**config.mk**
```make
export PLATFORM = sky130hd
export DESIGN_NAME = tone_decoder
export DESIGN_NICKNAME = d
export VERILOG_FILES = /design/src/rtl/tone_decoder.sv
export SDC_FILE = /design/constraint.sdc
export NUM_CORES = 1
export LEC_CHECK = 0
export CORE_ASPECT_RATIO = 0.75
export CORE_MARGIN = 1
export CORE_UTILIZATION = 55
export DETAILED_ROUTE_END_ITERATION = 12
export GPL_TIMING_DRIVEN = 0
export PLACE_DENSITY_LB_ADDON = 0.2
export SYNTH_ARGS = -nofsm -noshare
export SYNTH_HDL_FRONTEND = slang
export SYNTH_SLANG_ARGS = --single-unit
```
**constraint.sdc**
```tcl
create_clock -name clk -period 30.6 [get_ports clk]
set_input_delay 3.06 -clock clk [delete_from_list [all_inputs] [get_ports clk]]
set_output_delay 3.06 -clock clk [all_outputs]
set_load 0.01 [all_outputs]
```
**src/rtl/tone_decoder.sv**
```systemverilog
// Tone decoder: measures the period of a square-wave input in clocks and reports the matching note.
// Optional 3-sample majority glitch filter after the synchroniser: define TONE_DEC_GLITCH_FILTER_EN.
module tone_decoder #(
  parameter int          CLK_HZ    = 1000000,
  parameter int          STABLE_N  = 3,
  parameter logic [15:0] TIMEOUT   = 16'd8000,
  parameter int          TOL_SHIFT = 6
) (
  input  logic       clk,
  input  logic       rst_n,
  input  logic       tone_in,
  output logic [3:0] note,
  output logic [3:0] code,
  output logic       high,
  output logic       note_valid,
  output logic       locked
);

  localparam int               RUN_W   = $clog2(STABLE_N + 1);
  localparam logic [RUN_W-1:0] RUN_MAX = RUN_W'(STABLE_N);

  typedef enum logic [1:0] {SILENT, SEARCH, LOCKED} state_t;

  function automatic logic [15:0] period_of(input logic [3:0] idx);
    int base;
    case (idx)
      4'd1:    base = 3817;
      4'd2:    base = 3401;
      4'd3:    base = 3030;
      4'd4:    base = 2865;
      4'd5:    base = 2551;
      4'd6:    base = 2273;
      4'd7:    base = 2024;
      4'd8:    base = 1912;
      4'd9:    base = 1704;
      4'd10:   base = 1517;
      4'd11:   base = 1433;
      4'd12:   base = 1276;
      4'd13:   base = 1136;
      4'd14:   base = 1012;
      4'd15:   base = 956;
      default: base = 0;
    endcase
    return 16'((base * (CLK_HZ / 1000)) / 1000);
  endfunction

  function automatic logic period_match(input logic [15:0] per, input logic [3:0] idx);
    logic [15:0]        p;
    logic signed [16:0] diff;
    logic [15:0]        mag;
    p    = period_of(idx);
    diff = $signed({1'b0, per}) - $signed({1'b0, p});
    mag  = diff[16] ? 16'(-diff) : diff[15:0];
    return (p != 16'd0) && (mag <= (p >> TOL_SHIFT));
  endfunction

  function automatic logic [3:0] code_of(input logic [3:0] n);
    int k;
    if (n == 4'd0) return 4'd0;
    k = ((int'(n) - 1) % 7) + 1;
    return 4'(k);
  endfunction

  logic s1_q, s2_q, lvl, lvl_prev_q, edge_q;

  always_ff @(posedge clk or negedge rst_n) begin
    if (!rst_n) begin
      s1_q <= 1'b0;
      s2_q <= 1'b0;
    end else begin
      s1_q <= tone_in;
      s2_q <= s1_q;
    end
  end

`ifdef TONE_DEC_GLITCH_FILTER_EN
  logic [1:0] hist_q;
  logic       maj_q;

  always_ff @(posedge clk or negedge rst_n) begin
    if (!rst_n) begin
      hist_q <= 2'b00;
      maj_q  <= 1'b0;
    end else begin
      hist_q <= {hist_q[0], s2_q};
      maj_q  <= (s2_q & hist_q[0]) | (s2_q & hist_q[1]) | (hist_q[0] & hist_q[1]);
    end
  end

  assign lvl = maj_q;
`else
  assign lvl = s2_q;
`endif

  // Stage: rising-edge detect
  always_ff @(posedge clk or negedge rst_n) begin
    if (!rst_n) begin
      lvl_prev_q <= 1'b0;
      edge_q     <= 1'b0;
    end else begin
      lvl_prev_q <= lvl;
      edge_q     <= lvl & ~lvl_prev_q;
    end
  end

  logic [15:0] cnt_q, per_q;
  logic        timeout_ev;

  // Edge beats timeout when both land on the same cycle.
  assign timeout_ev = !edge_q && (cnt_q == TIMEOUT);

  // Stage: period counter
  always_ff @(posedge clk or negedge rst_n) begin
    if (!rst_n) begin
      cnt_q <= 16'd0;
      per_q <= 16'd0;
    end else if (edge_q) begin
      cnt_q <= 16'd0;
      per_q <= cnt_q + 16'd1;
    end else if (cnt_q != 16'hFFFF) begin
      cnt_q <= cnt_q + 16'd1;
    end
  end

  state_t           state_q, state_d;
  logic [3:0]       idx_q, cand_q, prevc_q, note_q, cand_f;
  logic [RUN_W-1:0] run_q, run_next;
  logic             seeded_q, nv_q, scan_done, same_cand, upd;

  always_comb begin
    cand_f = cand_q;
    if (cand_q == 4'd0 && period_match(per_q, idx_q)) cand_f = idx_q;
    same_cand = (cand_f != 4'd0) && (cand_f == prevc_q);
    run_next  = RUN_W'(1);
    if (same_cand) run_next = (run_q == RUN_MAX) ? run_q : run_q + RUN_W'(1);
    scan_done = (state_q == SEARCH) && (idx_q == 4'd15) && !edge_q && !timeout_ev;
    upd       = scan_done && (run_next == RUN_MAX) && (cand_f != 4'd0) && (cand_f != note_q);
  end

  always_ff @(posedge clk or negedge rst_n) begin
    if (!rst_n) state_q <= SILENT;
    else        state_q <= state_d;
  end

  always_comb begin
    state_d = state_q;
    if (timeout_ev)
      state_d = SILENT;
    else if (edge_q && (seeded_q || state_q != SILENT))
      state_d = SEARCH;
    else if (scan_done)
      state_d = (upd || note_q != 4'd0) ? LOCKED : SILENT;
  end

  // Stage: table scan and stability tracking
  always_ff @(posedge clk or negedge rst_n) begin
    if (!rst_n) begin
      idx_q    <= 4'd1;
      cand_q   <= 4'd0;
      prevc_q  <= 4'd0;
      note_q   <= 4'd0;
      run_q    <= '0;
      seeded_q <= 1'b0;
      nv_q     <= 1'b0;
    end else begin
      nv_q <= 1'b0;
      if (timeout_ev) begin
        note_q   <= 4'd0;
        run_q    <= '0;
        prevc_q  <= 4'd0;
        cand_q   <= 4'd0;
        idx_q    <= 4'd1;
        seeded_q <= 1'b0;
        nv_q     <= (note_q != 4'd0);
      end else if (edge_q) begin
        seeded_q <= 1'b1;
        idx_q    <= 4'd1;
        cand_q   <= 4'd0;
        if (state_q == SEARCH) begin
          run_q   <= '0;
          prevc_q <= 4'd0;
        end
      end else if (state_q == SEARCH) begin
        cand_q <= cand_f;
        idx_q  <= idx_q + 4'd1;
        if (idx_q == 4'd15) begin
          run_q   <= run_next;
          prevc_q <= cand_f;
          if (upd) begin
            note_q <= cand_f;
            nv_q   <= 1'b1;
          end
        end
      end
    end
  end

  always_comb begin
    note       = note_q;
    code       = code_of(note_q);
    high       = note_q[3];
    note_valid = nv_q;
    locked     = (note_q != 4'd0);
  end

endmodule
```
### Yosys cells after proc, flatten, opt, wreduce, memory -nomap -nowiden

Memory sizes are Yosys's and may differ from the RTL's.
Cells that the tools add are included.

* register bits: 58
* RAM bits: 0
* output and inout port bits: 11
* bits in read-only memories: 192
* bits in latches: 0
* memories kept: 1

* add/sub/neg operators: 7
* bitwise logic cells: 2
* multipliers: 1
* shift operators: 0
* equality and inequality tests: 9
* reduce and logical (&&, ||, !) cells: 31
* magnitude comparators: 1
* multiplexer cells: 41
* div/mod/pow operators: 2

Memories
* (no name shown): words 16, bits a word 12, rd ports 1, clocked after memory_dff 0, wr ports 0, RTL line 26 `case (idx)`

Operators by type and width (count)
* 4-bit 2-to-1 mux: 19
* 16-bit 2-to-1 mux: 3
* 32-bit by 11-bit divider with 32-bit output (second input constant): 1
* 32-bit by 4-bit modulo with 32-bit output (second input constant): 1
* 32-bit by 8-bit multiplier with 29-bit output (second input constant): 1
* 2-bit 2-to-1 mux: 11
* 16-bit by 16-bit subtractor with 17-bit output: 1
* 16-bit by 1-bit adder with 16-bit output (second input constant): 1
* 16-bit by 13-bit equality test with 1-bit output (second input constant): 1
* 16-bit by 10-bit <= comparator with 1-bit output: 1
* 16-bit inequality test (second input constant): 1
* 16-bit negation: 1
* 16-bit nonzero test: 1
* 2-bit nonzero test: 6
* 1-bit logical AND: 11
* 3-bit nonzero test: 3
* 4-bit zero test: 2
* 1-bit 2-to-1 mux: 8
* 4-bit nonzero test: 2
* 4-bit by 1-bit subtractor with 5-bit output (second input constant): 1
* 4-bit by 1-bit adder with 4-bit output (second input constant): 1
* 4-bit by 2-bit adder with 4-bit output (second input constant): 1
* 2-bit equality test (second input constant): 2
* 4-bit equality test: 1
* 11 further kinds: 13

### Longest topological paths before layout

Gate-level depths: netlist (run 1).
An unclocked memory read counts as a cell.

* depth in word-level cells: 22
* gate-level depth with buffers: 107

### Worst setup path after synthesis (run 1)

OpenSTA, ideal clock, no wires.

* kind: reg-to-reg
* start point: reg idx_q[0]
* end point: reg note_q[0], in the netlist note[0]
* library setup time: 79 ps
* buffers on the path: 8
* clock period less this slack: 21282 ps
* path slack: 9318 ps
* arrival: 21202 ps
* data required time: 30521 ps
* stages on the path, launching flop included: 102
* path through: dfstp_2 buf_4 inv_1 ha_1 inv_1 a21boi_0 o21ai_0 inv_1 fa_1 fa_1 inv_1 fa_1 fa_1 ha_1 buf_2 a21oi_2 o21ai_1 a22o_1 (+66 left out) o21a_1 o21ai_0 nand2b_1 a21oi_1 nor2b_1 o21ai_0 nand2b_1 a21oi_1 o21ai_0 a21oi_1 nand3_1 nor4_1 o21ai_1 a222oi_1 o21a_2 or4b_1 a221oi_2 mux2i_1

* cells in the longest elaborated chain, start to end: 19
* elaborated cells on any way between the ends: 32
* classes of those cells: 2 x add/sub; 1 x mul; 1 x div; 1 x order compare; 4 x eq/ne; 8 x mux; 14 x reduce/logical; 1 x memory

RTL lines
* start: declaration: RTL line 126 `logic [3:0] idx_q, cand_q, prevc_q, note_q, cand_f;`
* start signal: assignment: RTL line 185 `idx_q <= idx_q + 4'd1;`
* memory 16 x 12 bit
* 32-bit by 8-bit multiplier with 29-bit output: RTL line 44 `return 16'((base * (CLK_HZ / 1000)) / 1000);`
* 32-bit by 11-bit divider with 32-bit output: RTL line 44
* 16-bit by 16-bit subtractor with 17-bit output: RTL line 52 `diff = $signed({1'b0, per}) - $signed({1'b0, p});`
* 16-bit negation: RTL line 53 `mag = diff[16] ? 16'(-diff) : diff[15:0];`
* 16-bit 2-to-1 mux: RTL line 53
* 16-bit by 10-bit <= comparator with 1-bit output: RTL line 54 `return (p != 16'd0) && (mag <= (p >> TOL_SHIFT));`
* 1-bit logical AND: RTL line 54
* 1-bit logical AND: RTL line 132 `if (cand_q == 4'd0 && period_match(per_q, idx_q)) cand_f = idx_q;`
* 4-bit 2-to-1 mux: RTL line 132
* 4-bit equality test / 4-bit nonzero test (equally long branches): RTL line 133, 137
* 1-bit logical AND: RTL line 133 `same_cand = (cand_f != 4'd0) && (cand_f == prevc_q);`
* 2-bit 2-to-1 mux: RTL line 135 `if (same_cand) run_next = (run_q == RUN_MAX) ? run_q : run_q + RUN_W'(1);`
* 2-bit equality test: RTL line 137 `upd = scan_done && (run_next == RUN_MAX) && (cand_f != 4'd0) && (cand_f != note_q);`
* 1-bit logical AND (3 in a row): RTL line 137
* 2-bit nonzero test (no line)
* 4-bit AND reduction (no line)
* end signal: assignment: RTL line 190 `note_q <= cand_f;`
* end: declaration: RTL line 126

Several ways; a longest one is shown, not always the timed one. The select of a mux whose other input is x is not followed.
A chain may end at the register's enable or synchronous reset.

### Final worst setup path (run 1)

* start point: reg idx_q[2]
* end point: reg note_q[2], in the netlist note[2]

Same word-level chain as after synthesis.

==> results of run 1 <==
kinds of logic after synthesis:
logic type / share of synthesized area
xor+xnor: 0.0711
mux: 0.0281
other cells: 0.000324
compound gates: 0.319
fa+ha+maj: 0.173
simple gates: 0.229
buf+inv: 0.0539
flops: 0.125
metal layers:
| layer | routed length (um) | share of wire | GRT usage |
|---|---|---|---|
| met3 | 1860 | 0.061 | 0.0287 |
| met2 | 13000 | 0.43 | 0.426 |
| met1 | 15600 | 0.51 | 0.443 |
| met4 | 193 | 0.0063 | 0.0318 |
| met5 | 0 | 0 | 0 |
critical path, delay by kind of cell (launching register included):
family	cells	cell delay [ns]
fa+ha+maj	9	3.23
flops	1	0.49
xor+xnor	3	0.71
simple gates	20	4.06
buf+inv	14	2.48
mux	4	1.25
compound gates	49	13.37
cell usage in the layout (no fill, tap or decap), types with 7 or more instances in the layout:
cell type        count
and3_1              21
inv_1               88
nand3_1             52
xnor2_2              7
buf_2               10
xnor2_1             48
ha_1                96
nand2b_1            14
o21a_1              22
a21o_1              37
a22o_1               7
dfrtp_1             57
a211oi_1            29
nand4_1             22
nor2_1             126
o211ai_1            19
o31ai_1             10
o21ai_1             22
mux2_2               9
xor2_1              33
nor2b_1             13
or4_1                8
fa_1                38
nor3_1              49
clkbuf_16            9
and2_1              21
a31oi_1             20
clkbuf_1            38
mux2i_1             21
o21ai_0             75
or3_1               14
o22ai_1             12
nand2_1            116
a311oi_1             7
clkdlybuf4s50_1     12
nor4_1              17
a21oi_1             92
cell usage after synthesis (6+ instances only):
| cell type | instances |
|---|---|
| or3_1 | 14 |
| xnor2_1 | 48 |
| a31oi_1 | 20 |
| a21boi_0 | 6 |
| clkbuf_1 | 37 |
| ha_1 | 96 |
| o21ai_1 | 22 |
| o22ai_1 | 12 |
| a211oi_1 | 29 |
| mux2i_1 | 21 |
| nor2_1 | 126 |
| o31ai_1 | 10 |
| buf_4 | 6 |
| or2_2 | 6 |
| nand2_1 | 116 |
| a21oi_1 | 92 |
| o21bai_1 | 6 |
| xnor2_2 | 7 |
| a211oi_2 | 6 |
| nor4_1 | 17 |
| nand2b_1 | 14 |
| o211ai_1 | 19 |
| mux2_2 | 9 |
| nor2b_1 | 13 |
| inv_1 | 88 |
| and3_1 | 21 |
| dfrtp_1 | 57 |
| buf_2 | 9 |
| fa_1 | 38 |
| a22o_1 | 7 |
| nand4_1 | 22 |
| o21ai_0 | 75 |
| o21a_1 | 22 |
| and2_1 | 21 |
| xor2_1 | 33 |
| a311oi_1 | 7 |
| nand3_1 | 52 |
| or4_1 | 8 |
| a21o_1 | 37 |
| nor3_1 | 49 |
worst max-delay path by stage:
stage	from	endpoint	slack, ns	cells past startpoint
3_3_place_gp	idx_q[2]$_DFFE_PN0P_	note[2]$_DFFE_PN0P_	5.88	97
5_1_grt	idx_q[2]$_DFFE_PN0P_	note[3]$_DFFE_PN0P_	3.10	95
2_1_floorplan	idx_q[0]$_DFFE_PN1P_	note[0]$_DFFE_PN0P_	9.32	101
4_1_cts	idx_q[2]$_DFFE_PN0P_	note[3]$_DFFE_PN0P_	5.41	98
3_5_place_dp	idx_q[2]$_DFFE_PN0P_	note[2]$_DFFE_PN0P_	5.48	98
6_report	idx_q[2]$_DFFE_PN0P_	note[2]$_DFFE_PN0P_	4.87	99
through the flow:
step | hold slack (ns) | std cells
final | 0.365 | 1795
after global routing | 0.373 | 1795
after CTS | 0.373 | 1795
after detailed placement | 0.360 | 1779
after global placement | 0.333 | 1778
after floorplan | 0.331 | 1483
registers in the layout (all words and copies together) (netlist names):
signal	count
state_q	2
lvl_prev_q	1
cand_q	4
edge_q	1
note	4
lvl	1
seeded_q	1
note_valid	1
prevc_q	4
cnt_q	16
per_q	16
idx_q	4
run_q	2
s1_q	1
layout make-up:
cell class | instances | area share
tap | 282 | 0.0285
inverter | 94 | 0.0289
sequential | 58 | 0.117
clock inverter | 4 | 0.00404
clock buffer | 12 | 0.0207
timing repair buffer | 14 | 0.0117
buffer | 58 | 0.0215
multi-input combinational | 1273 | 0.767
==> summary.txt, run 1 <==
Worst hold path
  – WHS Path Cells: 0
  – HP Class: register to register
  – Hold path start: s1_q$_DFF_PN0_
  – WHS Endpoint: lvl$_DFF_PN0_

Layout
  – Fin area: 12400 um2
  – Footprint of the multi-input gates: 9510 um2
  – Final Core Density: 0.606
  – Synth-to-layout area growth: 6.98%
  – Number of diodes: 0
  – Storage element area: 1450 um2
  – Fin nets: 1645
  – Layout cells sized above 1: 0.0899
  – FILL cells: around 1800

STA
  – Slew @ Worst Pin: around 1.2 ns
  – Worst clock skew: 0.00994 ns
  – Post-route setup slack: 4.87 ns
  – Min Tclk post-route: 25.73 ns
  – Slew Viols, Final: 0
  – Final period utilization: 0.841
  – Final setup viols: 0
  – Final Hold Viols: 0
  – Max Fclk: about 39 MHz
  – RSZ-0062 raised after global routing: no
  – Max-slew headroom: 0.198
  – Sum Neg Setup Slack: 0 ns

Clock tree
  – H-tree Lvls: 3
  – Clock transition at path regs: 0.05 ns
  – TritonCTS buffer count: 9
  – CTS tree: yes
  – CTS Buffer Depth: 2
  – Clock sink total: 58
  – CTS root buf: clkbuf_16
  – Setup Fix Bufs, Post-CTS: 0
  – Worst-skew pair later-pin latency: 0.32 ns
  – Post-CTS sizing: 0
  – Hold-fix buffer count after cts: 0

Synth
  – Top-area cell type share of the netlist area: 0.123
  – Mapped cell area: about 12000 um2
  – Largest area contributor in the netlist: dfrtp_1
  – Fraction of registers with async set/reset: 1.00
  – Top area cells in the synthesized netlist: dfrtp_1 12%, ha_1 10%, fa_1 6.6%
  – Post-Syn Instances: 1482
  – Ys Warns: 0
  – Average size of a mapped cell: 7.81 um2
  – Top FF cell, synth: dfrtp_1
  – Synth Register Bits: 58
  – Number of enable flip-flop cells after synthesis: 0
  – Synth cell types: 129
  – Register area share after synthesis: 0.125

Worst setup path
  – Worst R2R End: note[2]$_DFFE_PN0P_
  – Worst R2R Start: idx_q[2]$_DFFE_PN0P_
  – Worst R2R Path Depth: 99
  – WP data required: 30.84 ns
  – Crit Path Class: register to register
  – Slowest-stage cell, CP: o21ai_0
  – Crit path DAT: 25.97 ns
  – Critical path capture point type: register
  – Crit path launch type: register
  – Reg2reg setup slack: 4.87 ns
  – Crit-path max cell delay: approximately 0.9 ns
  – Worst-path fanout max: 11
  – Most used cell, CP: a21o_1

Placement
  – Hpwl dp: 24.2 mm
  – PortBufs: 13
  – Placed cell area: 12100 um2
  – Pre-CTS setup slack: 5.48 ns
  – GP Congestion: 0.923

GRT
  – Largest net degree at the start of global routing: 41
  – Vias in the first global route: ~10000
  – GRT overflow: 0
  – GRT Util Overall: 0.283
  – Initial antenna violation count: 0
  – First-pass GRT wire length: 51.3 mm

Drt
  – Vias post-DR: ~12000
  – Wire per inst: around 17 um
  – DRT Wirelength: 30.6 mm
  – First DRT Iteration DRCs: 1076
  – Antenna violation net count after detailed routing: 0
  – Via density: between 6 and 7
  – Drt first pass iters: 8
  – DRC violations left: 0

Outcome
  – Status: finished clean

Floorplan
  – Num rows: 45
  – Initial Utilization: 0.567
  – Core area: 20400 um2
  – Die H: 128 um
  – Ports: 14
  – Die area: between 20000 and 25000 um2
  – Die Wd: 170 um

Job
  – Max-cap violations: 0
Power of run 1 is left out: the tool's default activity adds up to more than one toggle a clock period on the data nets, which glitch-free logic cannot reach.
==> inputs of run 2 (changes only) <==
==> constraint.sdc (replaced) <==
create_clock -name clk -period 23.3 [get_ports clk]
set_input_delay 2.33 -clock clk [delete_from_list [all_inputs] [get_ports clk]]
set_output_delay 2.33 -clock clk [all_outputs]
set_load 0.01 [all_outputs]
==> run 2 against run 1 <==
  * Largest cell class unchanged
  * Register-to-register slack worse by 3.9 ns
  * Sequential share of layout area is 0.88 points lower
  * Via count is 2.3% higher
  * Setup slack worse by 3.9 ns
  * Non-clock buffer count is 43 higher
  * Wire length is 5.4% higher
  * Die area stayed put
==> summary.txt, run 2 (synthesis results as in run 1) <==
Floorplan
  – Die H: 128 um (unchanged)
  – Core area: 20400 um2 (unchanged)
  – Num rows: 45 (unchanged)
  – Die area: 21600 um2 (unchanged)
  – Die Wd: 170 um (unchanged)
  – Initial Utilization: 0.567 (unchanged)
  – Ports: 14 (unchanged)

Clock tree
  – CTS tree: yes (unchanged)
  – CTS Buffer Depth: 2 (unchanged)
  – Clock transition at path regs: 0.05 ns (about the same)
  – Clock sink total: 58 (unchanged)
  – Worst-skew pair later-pin latency: 0.33 ns (was 0.32 ns)
  – CTS root buf: clkbuf_16 (unchanged)
  – TritonCTS buffer count: 9 (unchanged)
  – H-tree Lvls: 3 (unchanged)

STA
  – Post-route setup slack: 0.927 ns (was 4.87 ns)
  – Final setup viols: 0 (unchanged)
  – Max Fclk: 44.7 MHz (was 38.9 MHz)
  – Worst clock skew: 0.00745 ns (was 0.00994 ns)
  – Slew Viols, Final: 0 (unchanged)
  – Slew @ Worst Pin: 0.927 ns (was 1.19 ns)
  – Final period utilization: 0.960 (was 0.841)
  – Max-slew headroom: 0.378 (was 0.198)
  – Final Hold Viols: 0 (unchanged)
  – Min Tclk post-route: 22.37 ns (was 25.73 ns)

Layout
  – Synth-to-layout area growth: 15.7% (was 6.98%)
  – Largest registers: cnt_q x16, per_q x16 (unchanged)
  – Number of diodes: 0 (unchanged)
  – Fin nets: 1688 (was 1645)
  – Commonest non-fill, non-tap cell in the layout: nor2_1 (unchanged)
  – Most frequent cells in the layout: 121 x nor2_1, 112 x nand2_1, 92 x ha_1 (was 126 x nor2_1, 116 x nand2_1, 96 x ha_1)
  – Layout cells sized above 1: 0.179 (was 0.0899)

Drt
  – Antenna violation net count after detailed routing: 0 (unchanged)
  – DRT Wirelength: 32.3 mm (was 30.6 mm)
  – DRC violations left: 0 (unchanged)
  – Vias post-DR: 11900 (was 11600)
  – Drt first pass iters: 6 (was 8)
  – First DRT Iteration DRCs: 1185 (was 1076)
  – Via density: 6.48 (about the same)
  – Wire per inst: 17.6 um (was 17.1 um)

Placement
  – Pre-CTS setup slack: -1.82 ns (was 5.48 ns)
  – Hpwl dp: 24.2 mm (unchanged)
  – PortBufs: 13 (unchanged)
  – GP Congestion: 0.923 (unchanged)

Worst setup path
  – Crit-path max cell delay: 0.56 ns (was 0.89 ns)
  – Worst-path fanout max: 10 (was 11)
  – Crit path launch type: register (unchanged)
  – Slowest-stage cell, CP: or4b_4 (was o21ai_0)
  – Most used cell, CP: a21o_1 (unchanged)
  – WP data required: 23.54 ns (was 30.84 ns)
  – Critical path capture point type: register (unchanged)
  – Crit Path Class: register to register (unchanged)
  – Crit path DAT: 22.62 ns (was 25.97 ns)

GRT
  – GRT overflow: 0 (unchanged)
  – Largest net degree at the start of global routing: 41 (unchanged)
  – Vias in the first global route: 10600 (was 10400)
  – GRT Util Overall: 0.288 (was 0.283)
  – First-pass GRT wire length: 52.0 mm (was 51.3 mm)
  – Initial antenna violation count: 0 (unchanged)

Job
  – Max-cap violations: 0 (unchanged)

Outcome
  – Status: finished clean (unchanged)

Worst hold path
  – HP Class: register to register (unchanged)
[run 2: changes by cell type in the layout (fill, tap and decap cells not counted), moves of 5 or more]
cell,delta
mux2i_1,-6
a211oi_1,-7
o21ai_2,+9
buf_4,+44
clkbuf_1,-7
xnor2_1,-5
nor2_1,-5
mux2i_2,+5
nor3_1,-5
a21oi_2,+9
a21oi_1,-13
o21ai_0,-7
[run 2: final timing paths]
check	startpoint	endpoint	slack (ns)	cells after the start
hold reg to reg	s1_q$_DFF_PN0_	lvl$_DFF_PN0_	0.37	0
max in group asynchronous	rst_n	idx_q[0]$_DFFE_PN1P_	20.73	2
hold / removal	s1_q$_DFF_PN0_	lvl$_DFF_PN0_	0.37	0
min in group asynchronous	rst_n	cnt_q[1]$_DFFE_PN0P_	1.94	1
setup reg to reg	idx_q[2]$_DFFE_PN0P_	note[2]$_DFFE_PN0P_	0.93	93
setup / recovery	idx_q[2]$_DFFE_PN0P_	note[2]$_DFFE_PN0P_	0.93	93
[run 2: final cells by class]
cell class	count	area, um2
Multi-Input combinational cell	1273	10200
Fill cell	1695	7030
Buffer	55	277
Timing Repair Buffer	60	494
Inverter	94	369
Tap cell	282	353
Clock inverter	4	50.0
Clock buffer	12	256
Sequential cell	58	1450
[run 2: metal layers]
layer  up-vias  track usage  routed length, um
met5         -            0                  0
met3        39       0.0330               2170
met2       440        0.440              14100
met4         0       0.0344                265
li1       5673            -                  -
met1      5756        0.443              15700
[run 2: worst max-delay path, delay by kind of cell, from the launching register on]
| family | cells | cell delay [ns] |
|---|---|---|
| xor+xnor | 1 | 0.21 |
| flops | 1 | 0.52 |
| mux | 5 | 1.48 |
| buf+inv | 11 | 2.17 |
| compound gates | 44 | 10.05 |
| simple gates | 24 | 4.85 |
| fa+ha+maj | 8 | 2.97 |
[run 2: repair_timing]
| action | 4_1_cts | 5_1_grt |
|---|---|---|
| pin swaps | 7 | 39 |
| resized for setup | 34 | 114 |
| setup buffers | 7 | 39 |
| endpoints found under the setup margin | 16 | 16 |
| hold buffers | 0 | 0 |
[run 2: metrics by stage]
stage          instances  setup TNS, ns   util  hold WS [ns]  cell area (um2)
6_report            1838              0  0.656         0.367            13400
5_1_grt             1838         -0.438  0.656         0.373            13400
4_1_cts             1802              0  0.617         0.373            12600
3_3_place_gp        1778         -10.15  0.590         0.333            12100
3_5_place_dp        1779         -16.27  0.591         0.360            12100
2_1_floorplan       1483              0      -         0.331            11600
Power of run 2 is left out for the same reason.
